==> src/rtl/mips_pkg.sv <==
// Shared MIPS32 pipeline definitions: word width, fetch FSM encoding and reset defaults.
package mips_pkg;

  localparam int          WORD_W        = 32;
  localparam logic [31:0] RESET_PC_DEF  = 32'h0000_0000;
  localparam logic [31:0] NOP_INSTR_DEF = 32'h0000_0000;

  typedef enum logic [1:0] {
    ST_BOOT = 2'd0,
    ST_RUN  = 2'd1,
    ST_HALT = 2'd2
  } fetch_state_t;

endpackage

==> src/rtl/if_id_reg.sv <==
// IF/ID pipeline register: squash loads NOP and clears valid, load captures, otherwise holds.
module if_id_reg
  import mips_pkg::*;
#(
  parameter logic [WORD_W-1:0] NOP_INSTR = NOP_INSTR_DEF
) (
  input  logic              clk,
  input  logic              reset,
  input  logic              squash,
  input  logic              load,
  input  logic [WORD_W-1:0] instr_p0,
  input  logic [WORD_W-1:0] pc_p0,
  input  logic [WORD_W-1:0] pc_plus4_p0,
  output logic [WORD_W-1:0] id_instr,
  output logic [WORD_W-1:0] id_pc,
  output logic [WORD_W-1:0] id_pc_plus4,
  output logic              id_valid
);

  // IF -> ID boundary; squash leaves the PC fields alone since id_valid=0 marks them stale
  always_ff @(posedge clk) begin
    if (reset) begin
      id_instr    <= NOP_INSTR;
      id_pc       <= '0;
      id_pc_plus4 <= '0;
      id_valid    <= 1'b0;
    end else if (squash) begin
      id_instr <= NOP_INSTR;
      id_valid <= 1'b0;
    end else if (load) begin
      id_instr    <= instr_p0;
      id_pc       <= pc_p0;
      id_pc_plus4 <= pc_plus4_p0;
      id_valid    <= 1'b1;
    end
  end

endmodule

==> src/rtl/fetch_stage.sv <==
// MIPS32 instruction-fetch stage: PC, BOOT/RUN/HALT control FSM and IF/ID register.
// Optional FETCH_ALIGN_CHECK_EN adds word-alignment of redirects and a sticky misalign flag.
module fetch_stage
  import mips_pkg::*;
#(
  parameter logic [WORD_W-1:0] RESET_PC  = RESET_PC_DEF,
  parameter logic [WORD_W-1:0] NOP_INSTR = NOP_INSTR_DEF
) (
  input  logic              clk,
  input  logic              reset,
  input  logic              stall,
  input  logic              redirect_valid,
  input  logic [WORD_W-1:0] redirect_target,
  input  logic              halt_req,
  input  logic              resume,
  output logic [WORD_W-1:0] imem_a,
  input  logic [WORD_W-1:0] imem_rd,
  output logic [WORD_W-1:0] id_instr,
  output logic [WORD_W-1:0] id_pc,
  output logic [WORD_W-1:0] id_pc_plus4,
  output logic              id_valid,
`ifdef FETCH_ALIGN_CHECK_EN
  output logic              misalign,
`endif
  output logic              halted
);

  fetch_state_t      state;
  logic [WORD_W-1:0] pc;
  logic [WORD_W-1:0] pc_plus4;
  logic [WORD_W-1:0] target_eff;
  logic              squash;
  logic              load;

  assign imem_a   = pc;
  assign pc_plus4 = pc + 32'd4;

`ifdef FETCH_ALIGN_CHECK_EN
  assign target_eff = {redirect_target[WORD_W-1:2], 2'b00};

  always_ff @(posedge clk) begin
    if (reset)
      misalign <= 1'b0;
    else if (redirect_valid && (redirect_target[1:0] != 2'b00))
      misalign <= 1'b1;
  end
`else
  assign target_eff = redirect_target;
`endif

  always_comb begin
    squash = 1'b0;
    load   = 1'b0;
    case (state)
      ST_RUN: begin
        if (redirect_valid)
          squash = 1'b1;
        else if (!stall) begin
          if (halt_req) squash = 1'b1;
          else          load   = 1'b1;
        end
      end
      ST_HALT: squash = 1'b1;
      default: ;
    endcase
  end

  // PC and control FSM; redirect outranks stall, which outranks halt_req
  always_ff @(posedge clk) begin
    if (reset) begin
      pc     <= RESET_PC;
      state  <= ST_BOOT;
      halted <= 1'b0;
    end else begin
      case (state)
        ST_BOOT: begin
          if (redirect_valid) pc <= target_eff;
          state <= ST_RUN;
        end
        ST_RUN: begin
          if (redirect_valid)
            pc <= target_eff;
          else if (!stall) begin
            if (halt_req) begin
              state  <= ST_HALT;
              halted <= 1'b1;
            end else begin
              pc <= pc_plus4;
            end
          end
        end
        ST_HALT: begin
          if (redirect_valid) pc <= target_eff;
          if (resume) begin
            state  <= ST_RUN;
            halted <= 1'b0;
          end
        end
        default: begin
          state  <= ST_BOOT;
          halted <= 1'b0;
        end
      endcase
    end
  end

  if_id_reg #(
    .NOP_INSTR(NOP_INSTR)
  ) u_if_id (
    .clk        (clk),
    .reset      (reset),
    .squash     (squash),
    .load       (load),
    .instr_p0   (imem_rd),
    .pc_p0      (pc),
    .pc_plus4_p0(pc_plus4),
    .id_instr   (id_instr),
    .id_pc      (id_pc),
    .id_pc_plus4(id_pc_plus4),
    .id_valid   (id_valid)
  );

endmodule
==> config.mk <==
export PLATFORM = sky130hd
export DESIGN_NAME = fetch_stage
export DESIGN_NICKNAME = d
export VERILOG_FILES = /design/src/rtl/mips_pkg.sv /design/src/rtl/if_id_reg.sv /design/src/rtl/fetch_stage.sv
export SDC_FILE = /design/constraint.sdc
export NUM_CORES = 1
export LEC_CHECK = 0
export ABC_AREA = 1
export BUFFER_PORTS_ARGS = -buffer_cell sky130_fd_sc_hd__buf_2
export CAP_MARGIN = 30
export CORE_UTILIZATION = 37
export CTS_CLUSTER_SIZE = 14
export DETAILED_ROUTE_END_ITERATION = 10
export HOLD_SLACK_MARGIN = 0.1
export PLACE_DENSITY = 0.62
export SYNTH_ARGS = -nofsm -noshare
export SYNTH_HDL_FRONTEND = slang
export SYNTH_SLANG_ARGS = --single-unit
export TNS_END_PERCENT = 5
==> constraint.sdc <==
create_clock -name clk -period 4.74 [get_ports clk]
set_input_delay 0 -clock clk [delete_from_list [all_inputs] [get_ports clk]]
set_output_delay 0 -clock clk [all_outputs]
set_load 0.01 [all_outputs]
==> results.rst, run 1 <==
.. list-table::
   :header-rows: 1

   * - Metric
     - Value
   * - Maximum number of pins on one net before global-route repair
     - 76
   * - Number of vias after detailed routing
     - 6054
   * - Max-cap violations
     - 0
   * - Sequential area share after synthesis
     - 45.2%
   * - Starting density of the core
     - 37.9%
   * - Data required, critical path
     - 5090 ps
   * - TritonCTS clock tree
     - done
   * - Critical Path Most Common Cell
     - sky130_fd_sc_hd__inv_2
   * - H-Tree Depth
     - 4
   * - Tcrit/Tclk final
     - 63.5%
   * - Cell Chain, Critical Path
     - inv_1 > ha_1 > inv_2 > nor2_4 > nand3_4 > clkinv_4 > nand2_2 > inv_2 > buf_4 > o21ai_0 > a21oi_1
   * - Cts bufs inserted
     - 17
   * - First-pass GRT wire length
     - 28700 um
   * - Overall Global Routing Usage
     - 22.9%
   * - Clock share of power
     - 38.4%
   * - Maximum clock frequency
     - 332 MHz
   * - Sequential cell area in the final layout
     - 2600 um^2
   * - Nature of the critical path startpoint
     - register
   * - Count of buffers inserted at the top-level ports
     - 199
   * - Layout cell share with drive strength beyond 1
     - 24.2%
   * - Sum of negative setup slack
     - 0 ps
   * - Worst rel slew slack
     - 54.8%
   * - Final net count
     - 1132
   * - Number of standard cells in the layout, taps in and fillers out
     - 1258
   * - Netlist cell types
     - 27
   * - Leading cell type in the layout, fill and taps excluded
     - sky130_fd_sc_hd__buf_2
   * - Post-DR vias/cell
     - 4.81
   * - Clock Latency Late Sink
     - 420 ps
   * - # diodes
     - 0
   * - Mapped cell area
     - 5760 um^2
   * - Number of design-rule violations left by the first detailed-router iteration
     - 385
   * - Final Max Slew Viols
     - 0
   * - Worst setup skew after layout
     - 6.75 ps
   * - Psw
     - 1.23 mW
   * - Sw Ratio
     - 32.6%
   * - Kind of cell adding the most delay to the critical path
     - buffers and inverters
   * - GPL Wtd Cong
     - 0.845
   * - Total placed cells including tap cells
     - 1158
   * - Register bit total from synthesis
     - 130
   * - DRC viols
     - 0
   * - RSZ-0062 raised after global routing
     - no
   * - Slowest stage cell, crit path
     - sky130_fd_sc_hd__inv_2
   * - Standard-cell row count
     - 45
   * - Net count after synthesis
     - 886
   * - Slew of the pin with the lowest slew margin
     - 678 ps
   * - CTS clk-pin slew, worst paths
     - 60 ps
   * - Mapped Cells
     - 811
   * - VDD IR-drop max
     - 0.242 mV
   * - Detailed Place HPWL
     - 11800 um
   * - Chip Height
     - 127 um
   * - Multi-input combinational cell area
     - 2700 um^2
   * - Worst-path fanout max
     - 41
   * - Classification of the worst-slack hold path
     - in2reg
   * - CTS sink cnt
     - 130
   * - Arrival time at the worst endpoint
     - 3360 ps
   * - # IOs
     - 200
   * - Via count of the first global-routing pass
     - 5655
   * - Total wire length after detailed routing
     - 18000 um
   * - Total leakage power
     - 3.74 nW
   * - Portion of total power attributed to sequential cells
     - 37.0%
   * - Aggregate global routing overflow
     - 0
   * - Top library cells by usage in the layout, fill and taps aside
     - 199 x sky130_fd_sc_hd__buf_2, 195 x sky130_fd_sc_hd__nand2_1, 130 x sky130_fd_sc_hd__dfxtp_1
   * - Synth-to-layout area growth
     - 41.5%
   * - Overall Power
     - 3.76 mW
   * - Result of the run
     - finished, final reports clean
   * - Pwr per Cell Area
     - 461 nW/um^2
   * - Final Hold Vio Count
     - 0
   * - Final setup fails
     - 0
   * - Placeable core area
     - 15200 um^2
   * - Crit Path Class
     - reg2reg
   * - Die ar.
     - 16100 um^2
   * - Post-detailed-route wirelength per cell
     - 14.3 um
   * - Count of fill cells added during filler insertion
     - 1493
   * - Horiz. Die Dim
     - 127 um
   * - Delay contributed by the slowest stage of the critical path
     - 480 ps
   * - ANT nets after route
     - 0
   * - Min cycle time layout
     - 3010 ps
   * - Relative contribution of combinational cells to total power
     - 24.6%
   * - Synthesis Warnings
     - 0
   * - Cell at the root of the clock tree
     - sky130_fd_sc_hd__clkbuf_16
   * - Initial DRT Pass Iterations
     - 5
   * - Critical Path End Type
     - register
   * - Number of antenna violations at the first check in global routing
     - 0
   * - Cell-internal power
     - 2.53 mW
   * - Clk buf depth
     - 2
   * - Buffers & Inverters on Critical Path
     - 5
   * - Synth Area per Inst
     - 7.10 um^2
==> per-stage QoR <==
stage / utilization (%) / area [um^2] / setup slack, ps / hold WS, ps
CTS: 53.6 / 8150 / 1730 / 132
floorplan: - / 5760 / 3130 / 135
global placement: 44.4 / 6760 / 1810 / 231
finish: 53.6 / 8150 / 1730 / 149
detailed placement: 44.8 / 6810 / 1740 / 232
global route: 53.6 / 8150 / 1370 / 175
==> repair_timing <==
item                                   CTS  global route
buffers inserted                         0             0
gates resized for setup                  0             0
endpoints found under the hold margin   73             0
hold buffers                            68             0
==> kinds of logic (layout without fill, tap and decap cells) <==
kind of cell             Yosys count  after routing  share of synthesized area [%]
XOR/XNOR                          15             15                           2.28
buffers and inverters             95            354                           7.85
flip-flops                       130            130                           45.2
AND/OR/NAND/NOR                  359            359                           25.5
adder cells (fa/ha/maj)            5              5                           1.09
AO/OA/AOI/OAI                    207            207                           18.0
==> synth_stat cells <==
library cell               count  area (um^2)
sky130_fd_sc_hd__or2_2         1         6.26
sky130_fd_sc_hd__inv_2         3         11.3
sky130_fd_sc_hd__o21ai_1       4         20.0
sky130_fd_sc_hd__a31oi_1       2         12.5
sky130_fd_sc_hd__inv_1        43          161
sky130_fd_sc_hd__nor2_2        3         18.8
sky130_fd_sc_hd__nand3b_1      2         15.0
sky130_fd_sc_hd__xnor2_1       6         52.6
sky130_fd_sc_hd__nor2_1      126          473
sky130_fd_sc_hd__o21ai_0      88          440
sky130_fd_sc_hd__buf_1         1         3.75
sky130_fd_sc_hd__ha_1          5         62.6
sky130_fd_sc_hd__dfxtp_1     130         2600
sky130_fd_sc_hd__nand3_1      18         90.1
sky130_fd_sc_hd__nand2_1     195          732
sky130_fd_sc_hd__buf_6         6         67.6
sky130_fd_sc_hd__a21oi_1     113          566
sky130_fd_sc_hd__clkinv_4      1         8.76
sky130_fd_sc_hd__and2_1        3         18.8
sky130_fd_sc_hd__buf_2        12         60.1
sky130_fd_sc_hd__nand2_4       1         11.3
sky130_fd_sc_hd__nor2_4        6         67.6
sky130_fd_sc_hd__xor2_1        9         78.8
sky130_fd_sc_hd__buf_4         8         60.1
sky130_fd_sc_hd__nand2_2       3         18.8
sky130_fd_sc_hd__nand3_4       1         17.5
sky130_fd_sc_hd__clkbuf_1     21         78.8
==> routing by layer <==
| layer | track usage [%] | routed length (um) |
|---|---|---|
| met5 | 0 | 0 |
| met4 | 8.89 | 365 |
| met3 | 4.98 | 912 |
| met2 | 38.3 | 8520 |
| met1 | 28.7 | 8220 |
==> layout make-up <==
class	instances	area share [%]
Multi-Input combinational cell	586	33.2
Clock inverter	13	2.55
Timing Repair Buffer	275	21.8
Inverter	47	2.23
Clock buffer	19	5.44
Tap cell	188	2.89
Sequential cell	130	32.0
==> final timing paths <==
kind	start	endpoint	slack, ps	cells after the start
setup reg to reg	state[1]$_SDFFE_PP0P_	u_if_id.id_pc[5]$_SDFFE_PP0P_	1730	11
hold reg to reg	u_if_id.id_instr[12]$_SDFFE_PP0P_	u_if_id.id_instr[12]$_SDFFE_PP0P_	460	2
hold / removal	redirect_valid	imem_a[1]$_SDFFE_PP0P_	150	6
setup / recovery	state[1]$_SDFFE_PP0P_	u_if_id.id_pc[5]$_SDFFE_PP0P_	1730	11
==> tightest hold or removal path, stage by stage <==
cell and delay [ps]:
sky130_fd_sc_hd__buf_2 130, sky130_fd_sc_hd__inv_2 100, sky130_fd_sc_hd__nor2_1 100, sky130_fd_sc_hd__inv_1 80
sky130_fd_sc_hd__nor2_1 40, sky130_fd_sc_hd__nor2_1 80
==> registers in the layout (all words and copies together) (netlist names) <==
signal,cells
state,2
halted,1
u_if_id.id_pc,30
imem_a,32
u_if_id.id_valid,1
u_if_id.id_instr,32
u_if_id.id_pc_plus4,32
==> power by group through the flow <==
stage | registers (mW) | logic [mW] | clock network [mW]
after floorplan | 1.43 | 0.498 | 0
after global placement | 1.41 | 0.832 | 0
after detailed placement | 1.41 | 0.867 | 0
after CTS | 1.39 | 0.920 | 1.47
after global routing | 1.42 | 1.03 | 1.52
final | 1.39 | 0.923 | 1.44
No activity file was read; power rests on OpenSTA's default activity.
==> inputs of run 2 (changes only) <==
==> constraint.sdc (replaced) <==
create_clock -name clk -period 2.95 [get_ports clk]
set_input_delay 0 -clock clk [delete_from_list [all_inputs] [get_ports clk]]
set_output_delay 0 -clock clk [all_outputs]
set_load 0.01 [all_outputs]
==> run 2 against run 1 <==
Register-to-register slack lost 1200 ps. First-iteration DRC count fell by 22%. Die area unchanged. Sequential power increased by 60%. Clock skew shrank 1.3 ps. Clock power increased by 65%. Via count fell by 0.48%. Worst hold slack worse by 21 ps. Routed wire length about the same. Critical path depth is 3 lower. Total power is 61% higher. Global-route usage decreased by 0.16 points. Critical path type unchanged.
==> results.rst, run 2 (synthesis gave the netlist of run 1 again) <==
.. list-table::
   :header-rows: 1

   * - Metric
     - Value
   * - Result of the run
     - finished, final reports clean
   * - Post-detailed-route wirelength per cell
     - 14.3 um
   * - Total leakage power
     - 3.73 nW
   * - Sum of negative setup slack
     - 0 ps
   * - Starting density of the core
     - 37.9%
   * - RSZ-0062 raised after global routing
     - no
   * - Slew of the pin with the lowest slew margin
     - 651 ps
   * - Initial DRT Pass Iterations
     - 5
   * - Min cycle time layout
     - 2390 ps
   * - Standard-cell row count
     - 45
   * - Aggregate global routing overflow
     - 0
   * - Count of buffers inserted at the top-level ports
     - 199
   * - # IOs
     - 200
   * - TritonCTS clock tree
     - done
   * - Via count of the first global-routing pass
     - 5561
   * - Final setup fails
     - 0
   * - Clock Latency Late Sink
     - 420 ps
   * - Final Hold Vio Count
     - 0
   * - Sw Ratio
     - 33.0%
   * - Classification of the worst-slack hold path
     - in2reg
   * - Total wire length after detailed routing
     - 18000 um
   * - Clock share of power
     - 39.1%
   * - Critical Path End Type
     - register
   * - Horiz. Die Dim
     - 127 um
   * - CTS sink cnt
     - 130
   * - Busiest layer in global routing
     - met2
   * - Total placed cells including tap cells
     - 1159
   * - Relative contribution of combinational cells to total power
     - 24.1%
   * - Final net count
     - 1133
   * - Portion of total power attributed to sequential cells
     - 36.8%
   * - ANT nets after route
     - 0
   * - Data required, critical path
     - 3260 ps
   * - Multi-input combinational cell area
     - 2700 um^2
   * - Layout cell share with drive strength beyond 1
     - 24.4%
   * - Tcrit/Tclk final
     - 80.9%
   * - Worst-path fanout max
     - 5
   * - Nature of the critical path startpoint
     - register
   * - Number of antenna violations at the first check in global routing
     - 0
   * - Clk buf depth
     - 2
   * - Cell at the root of the clock tree
     - sky130_fd_sc_hd__clkbuf_16
   * - Worst setup skew after layout
     - 5.41 ps
   * - Detailed Place HPWL
     - 12000 um
   * - GPL Wtd Cong
     - 0.859
   * - Number of standard cells in the layout, taps in and fillers out
     - 1259
   * - Pwr per Cell Area
     - 743 nW/um^2
   * - Maximum clock frequency
     - 419 MHz
   * - Sequential cell area in the final layout
     - 2600 um^2
   * - Fraction of met1 tracks used by global routing
     - 28.6%
   * - Count of fill cells added during filler insertion
     - 1502
   * - Max-cap violations
     - 0
   * - Arrival time at the worst endpoint
     - 2690 ps
   * - Post-DR vias/cell
     - 4.79
   * - Number of design-rule violations left by the first detailed-router iteration
     - 300
   * - Synth-to-layout area growth
     - 41.5%
   * - Leading cell type in the layout, fill and taps excluded
     - sky130_fd_sc_hd__buf_2
   * - Chip Height
     - 127 um
   * - Die ar.
     - 16100 um^2
   * - Overall Global Routing Usage
     - 22.7%
   * - Crit Path Class
     - reg2reg
   * - Cell-internal power
     - 4.05 mW
   * - VDD IR-drop max
     - 0.529 mV
   * - Post-Route Utilization
     - 53.6%
   * - Total setup buffers inserted after CTS
     - 0
   * - Met3 Resource Use GR
     - 4.43%
   * - Psw
     - 2.00 mW
   * - Number of vias after detailed routing
     - 6025
   * - DRC viols
     - 0
   * - Final Max Slew Viols
     - 0
   * - H-Tree Depth
     - 4
   * - # diodes
     - 0
   * - Cts bufs inserted
     - 17
   * - Top library cells by usage in the layout, fill and taps aside
     - 199 x sky130_fd_sc_hd__buf_2, 195 x sky130_fd_sc_hd__nand2_1, 130 x sky130_fd_sc_hd__dfxtp_1
   * - Maximum number of pins on one net before global-route repair
     - 78
   * - First-pass GRT wire length
     - 28400 um
   * - Global routing usage on met2
     - 37.7%
   * - CTS clk-pin slew, worst paths
     - 60 ps
   * - Placeable core area
     - 15200 um^2
   * - Worst rel slew slack
     - 56.6%
-- run 2: cell count changes in the layout (fill, tap and decap cells not counted), sizes merged --
cell | previous run | this run
inv | 47 | 50
clkinvlp | 1 | 3
clkbuf | 19 | 18
buf | 207 | 208
clkinv | 7 | 3
-- run 2: final timing paths --
check / from / to / slack [ps] / cells past startpoint
setup reg to reg: state[0]$_SDFFE_PP0P_ / state[1]$_SDFFE_PP0P_ / 560 / 8
setup / recovery: state[0]$_SDFFE_PP0P_ / state[1]$_SDFFE_PP0P_ / 560 / 8
hold reg to reg: u_if_id.id_instr[30]$_SDFFE_PP0P_ / u_if_id.id_instr[30]$_SDFFE_PP0P_ / 460 / 2
hold / removal: redirect_valid / imem_a[1]$_SDFFE_PP0P_ / 130 / 6
-- run 2: worst max-delay path, stage by stage, from the launching register on --
cell and delay (ps):
sky130_fd_sc_hd__dfxtp_1 350, sky130_fd_sc_hd__inv_1 120, sky130_fd_sc_hd__ha_1 190, sky130_fd_sc_hd__inv_1 60, sky130_fd_sc_hd__or2_2 280, sky130_fd_sc_hd__nand3_1 80
sky130_fd_sc_hd__dlygate4sd3_1 560, sky130_fd_sc_hd__a21oi_1 70, sky130_fd_sc_hd__dlygate4sd3_1 580
-- run 2: timing repair --
action                    4_1_cts  5_1_grt
hold endpoints to repair       73        0
gates resized for setup         0        0
hold buffers                   68        0
-- run 2: area by class of cell --
class,count,share of cell area [%]
flip-flops and latches,130,32.0
inverters,47,2.23
multi-input cells,586,33.2
well taps,188,2.89
repair buffers,276,21.6
clock buffers,18,5.39
clock inverters,14,2.77
-- run 2: layer usage --
layer	part of all wire, %	vias up
met5	0	-
met3	4.8	36
met1	45	2701
met4	3.0	0
met2	47	185
li1	-	3103
-- run 2: metrics by stage --
stage	instance area [um^2]	total power, mW	hold WS (ps)	setup slack, ps
final	8140	6.05	128	563
after global routing	8140	6.38	174	325
after detailed placement	6800	3.63	228	636
after floorplan	5760	3.10	135	1340
after CTS	8140	6.10	117	566
after global placement	6800	3.62	227	688
-- run 2: power groups by stage --
stage,registers (mW),logic [mW],clock network (mW)
floorplan,2.30,0.800,0
global placement,2.26,1.35,0
detailed placement,2.26,1.37,0
CTS,2.23,1.45,2.42
global route,2.27,1.61,2.49
finish,2.23,1.46,2.37
==> inputs of run 3 (changes only) <==
--- a/config.mk
+++ b/config.mk
@@ -5,7 +5,7 @@
 export SDC_FILE = /design/constraint.sdc
 export NUM_CORES = 1
 export LEC_CHECK = 0
-export ABC_AREA = 1
+export ABC_AREA = 0
 export BUFFER_PORTS_ARGS = -buffer_cell sky130_fd_sc_hd__buf_2
 export CAP_MARGIN = 30
 export CORE_UTILIZATION = 37
==> constraint.sdc (replaced) <==
create_clock -name clk -period 2.2 [get_ports clk]
set_input_delay 0 -clock clk [delete_from_list [all_inputs] [get_ports clk]]
set_output_delay 0 -clock clk [all_outputs]
set_load 0.01 [all_outputs]
==> run 3 against run 2 <==
Die area increased by 2.4%. Via count grew 3.7%. Utilization up 2.4 points. Combinational power up 67%. Synthesized area increased by 2.5%. Global-route usage is essentially flat. Non-clock buffer count is 44 higher. Fmax grew 16%. Critical path type unchanged. Critical endpoint unchanged. Highest routed layer unchanged.
==> results.rst, run 3 <==
.. list-table::
   :header-rows: 1

   * - Metric
     - Value
   * - Result of the run
     - finished, final reports clean
   * - Total placed cells including tap cells
     - 1145
   * - Chip Height
     - 128 um
   * - Min cycle time layout
     - 2050 ps
   * - Compound-cell area share of the yosys netlist
     - 19.6%
   * - Final setup fails
     - 0
   * - Worst-case hold path end point
     - imem_a[8]$_SDFFE_PP0P_
   * - Number of antenna violations at the first check in global routing
     - 0
   * - Detailed Place HPWL
     - 12600 um
   * - Arrival time at the worst endpoint
     - 2400 ps
   * - Placeable core area
     - 15400 um^2
   * - Mux contribution to synthesized area
     - 0.700%
   * - First-pass GRT wire length
     - 29000 um
   * - Overall Global Routing Usage
     - 22.7%
   * - Slowest stage cell, crit path
     - sky130_fd_sc_hd__dlygate4sd3_1
   * - Adder and majority gate portion of the synthesized area
     - 1.06%
   * - Cell at the root of the clock tree
     - sky130_fd_sc_hd__clkbuf_16
   * - Kind of cell adding the most delay to the critical path
     - buffers and inverters
   * - Maximum number of pins on one net before global-route repair
     - 54
   * - Top cells by area, synth
     - sky130_fd_sc_hd__dfxtp_1 44%, sky130_fd_sc_hd__nand2_1 10%, sky130_fd_sc_hd__a21oi_1 6.7%
   * - Synth Area per Inst
     - 7.84 um^2
   * - Count leader, synth
     - sky130_fd_sc_hd__nand2_1
   * - Final net count
     - 1097
   * - Leading cell type in the layout, fill and taps excluded
     - sky130_fd_sc_hd__buf_2
   * - Maximum clock frequency
     - 488 MHz
   * - Portion of total power attributed to sequential cells
     - 35.9%
   * - Slew of the pin with the lowest slew margin
     - 503 ps
   * - Clock Latency Late Sink
     - 430 ps
   * - Cell-internal power
     - 5.36 mW
   * - Final Max Slew Viols
     - 0
   * - Initial DRT Pass Iterations
     - 5
   * - Clock share of power
     - 34.3%
   * - Number of synthesized flops with an enable pin
     - 0
   * - RSZ-0062 raised after global routing
     - no
   * - Post-Route Utilization
     - 56.0%
   * - Synth Area in XOR/XNOR
     - 3.12%
   * - Tcrit/Tclk final
     - 93.2%
   * - Top library cells by usage in the layout, fill and taps aside
     - 198 x sky130_fd_sc_hd__buf_2, 162 x sky130_fd_sc_hd__nand2_1, 129 x sky130_fd_sc_hd__dfxtp_1
   * - Register bit total from synthesis
     - 130
   * - Die ar.
     - 16400 um^2
   * - ANT nets after route
     - 0
   * - Classification of the worst-slack hold path
     - in2reg
   * - Count of cells along the worst hold path
     - 4
   * - CTS sink cnt
     - 130
   * - Worst rel slew slack
     - 66.1%
   * - CTS clk-pin slew, worst paths
     - 60 ps
   * - Sequential area share after synthesis
     - 44.1%
   * - Critical Path End Type
     - register
   * - VDD IR-drop max
     - 0.516 mV
   * - Synthesis Warnings
     - 0
   * - Fraction of post-synthesis cell area in the top cell type by area
     - 44.1%
   * - Sum of negative setup slack
     - 0 ps
   * - Via count of the first global-routing pass
     - 5625
   * - Buffers & Inverters on Critical Path
     - 4
   * - Total leakage power
     - 3.70 nW
   * - Cell Chain, Critical Path
     - inv_1 > ha_1 > buf_4 > inv_1 > o22ai_1 > nor2_1 > nor2_1 > nor3_1 > dlygate4sd3_1
   * - Aggregate global routing overflow
     - 0
   * - Critical path depth
     - 9
   * - H-Tree Depth
     - 4
   * - Standard-cell row count
     - 45
   * - Fraction of synthesis flops using an asynchronous set or reset pin
     - 0%
   * - GPL Wtd Cong
     - 0.852
   * - Main combinational cell family by area after synthesis
     - simple AND/OR/NAND/NOR gates
   * - Cts bufs inserted
     - 17
   * - DRC viols
     - 0
   * - Delay contributed by the slowest stage of the critical path
     - 610 ps
   * - Share of synthesized cell area in and, or, nand and nor gates
     - 25.6%
   * - Worst-path fanout max
     - 4
   * - Starting density of the core
     - 38.4%
   * - Net count after synthesis
     - 827
   * - Start point of the worst min-delay path
     - redirect_target[8]
   * - Nature of the critical path startpoint
     - register
   * - Mapped cell area
     - 5900 um^2
   * - Horiz. Die Dim
     - 128 um
   * - Count of buffers inserted at the top-level ports
     - 199
   * - Register-to-register path setup slack
     - 150 ps
   * - # diodes
     - 0
   * - Synth-to-layout area growth
     - 46.0%
   * - Terminus of the critical flop-to-flop path
     - state[1]$_SDFFE_PP0P_
   * - Relative contribution of combinational cells to total power
     - 29.8%
   * - Number of standard cells in the layout, taps in and fillers out
     - 1246
   * - Total wire length after detailed routing
     - 18700 um
   * - Data required, critical path
     - 2550 ps
   * - Max-cap violations
     - 0
   * - Layout cell share with drive strength beyond 1
     - 29.0%
   * - Primary flip-flop cell chosen by synthesis mapping
     - sky130_fd_sc_hd__dfxtp_1
   * - Count of cells along the worst register-to-register path
     - 9
   * - Psw
     - 2.83 mW
   * - Netlist cell types
     - 58
   * - Count of fill cells added during filler insertion
     - 1434
   * - Mapped Cells
     - 752
   * - # IOs
     - 200
   * - Pwr per Cell Area
     - 952 nW/um^2
   * - Worst setup skew after layout
     - 10.3 ps
   * - Clk buf depth
     - 2
   * - Post-detailed-route wirelength per cell
     - 15.0 um
   * - Number of vias after detailed routing
     - 6245
   * - TritonCTS clock tree
     - done
   * - Post-DR vias/cell
     - 5.01
   * - Sw Ratio
     - 34.5%
   * - Number of design-rule violations left by the first detailed-router iteration
     - 527
   * - Crit Path Class
     - reg2reg
   * - Final Hold Vio Count
     - 0
   * - Start of the worst register-to-register path
     - state[0]$_SDFFE_PP0P_
   * - Top cell type by total area after synthesis
     - sky130_fd_sc_hd__dfxtp_1
   * - Most frequent cells after synthesis
     - 162 x sky130_fd_sc_hd__nand2_1, 130 x sky130_fd_sc_hd__dfxtp_1, 82 x sky130_fd_sc_hd__nor2_1
==> run 3: cell types whose count changed in the layout (fill, tap and decap cells not counted), moves of 12 or more <==
| cell | change |
|---|---|
| sky130_fd_sc_hd__inv_1 | -32 |
| sky130_fd_sc_hd__nand2_1 | -33 |
| sky130_fd_sc_hd__buf_4 | +42 |
| sky130_fd_sc_hd__a21oi_1 | -34 |
| sky130_fd_sc_hd__nor2_1 | -43 |
| sky130_fd_sc_hd__a211oi_1 | +24 |
| sky130_fd_sc_hd__o21ai_0 | -70 |
| sky130_fd_sc_hd__nor3_1 | +12 |
==> run 3: cell type report <==
type	count	area, um^2	area share (%)
inverter	10	37.5	0.436
sequential	130	2600	30.2
timing repair buffer	320	2130	24.7
tap	211	264	3.07
clock buffer	17	425	4.94
multi-input combinational	543	3000	34.8
clock inverter	15	158	1.83
==> run 3: cells by family (layout without fill, tap and decap cells) <==
logic type / count (synthesis) / after routing
fa+ha+maj: 5 / 5
simple gates: 333 / 333
flops: 130 / 130
compound gates: 180 / 180
buf+inv: 79 / 362
xor+xnor: 21 / 21
mux: 4 / 4
==> run 3: how the worst max path moves through the flow <==
stage	start	endpoint	slack [ps]
3_5_place_dp	state[1]$_SDFFE_PP0P_	imem_a[10]$_SDFFE_PP0P_	50
3_3_place_gp	state[1]$_SDFFE_PP0P_	imem_a[18]$_SDFFE_PP0P_	100
4_1_cts	state[1]$_SDFFE_PP0P_	imem_a[10]$_SDFFE_PP0P_	50
5_1_grt	state[0]$_SDFFE_PP0P_	halted$_SDFFE_PP0P_	10
2_1_floorplan	state[0]$_SDFFE_PP0P_	imem_a[15]$_SDFFE_PP0P_	140
6_report	state[0]$_SDFFE_PP0P_	state[1]$_SDFFE_PP0P_	150
==> run 3: routing by layer <==
layer	wire length [um]	vias up	global-route usage (%)
li1	-	3148	-
met1	8560	2838	30.6
met2	8460	237	35.0
met3	1480	22	6.18
met4	231	0	7.47
met5	0	-	0
==> run 3: power by group through the flow <==
stage | clock, mW | sequential, mW | combinational (mW)
floorplan | 0 | 3.01 | 1.32
global placement | 0 | 2.97 | 2.31
detailed placement | 0 | 2.98 | 2.31
CTS | 2.86 | 2.93 | 2.42
global route | 2.99 | 2.98 | 2.68
finish | 2.81 | 2.94 | 2.44
==> run 3: through the flow <==
step | area, um^2 | hold slack [ps] | power (mW) | setup WS (ps)
6_report | 8610 | 141 | 8.20 | 151
5_1_grt | 8610 | 126 | 8.64 | 14.7
4_1_cts | 8580 | 102 | 8.22 | 54.7
3_5_place_dp | 7320 | 243 | 5.29 | 53.9
3_3_place_gp | 7320 | 238 | 5.28 | 103
2_1_floorplan | 5900 | 136 | 4.33 | 141
==> run 3: worst min-delay path: cells and delay by family <==
| kind | cells | cell delay, ps |
|---|---|---|
| AO/OA/AOI/OAI | 2 | 370 |
| AND/OR/NAND/NOR | 1 | 40 |
| buffers and inverters | 1 | 110 |
==> run 3: timing repair <==
item | 4_1_cts | 5_1_grt
hold buffers | 68 | 0
buffers inserted | 0 | 1
gates resized for setup | 0 | 5
endpoints found under the setup margin | 0 | 17
hold endpoints to repair | 75 | 0
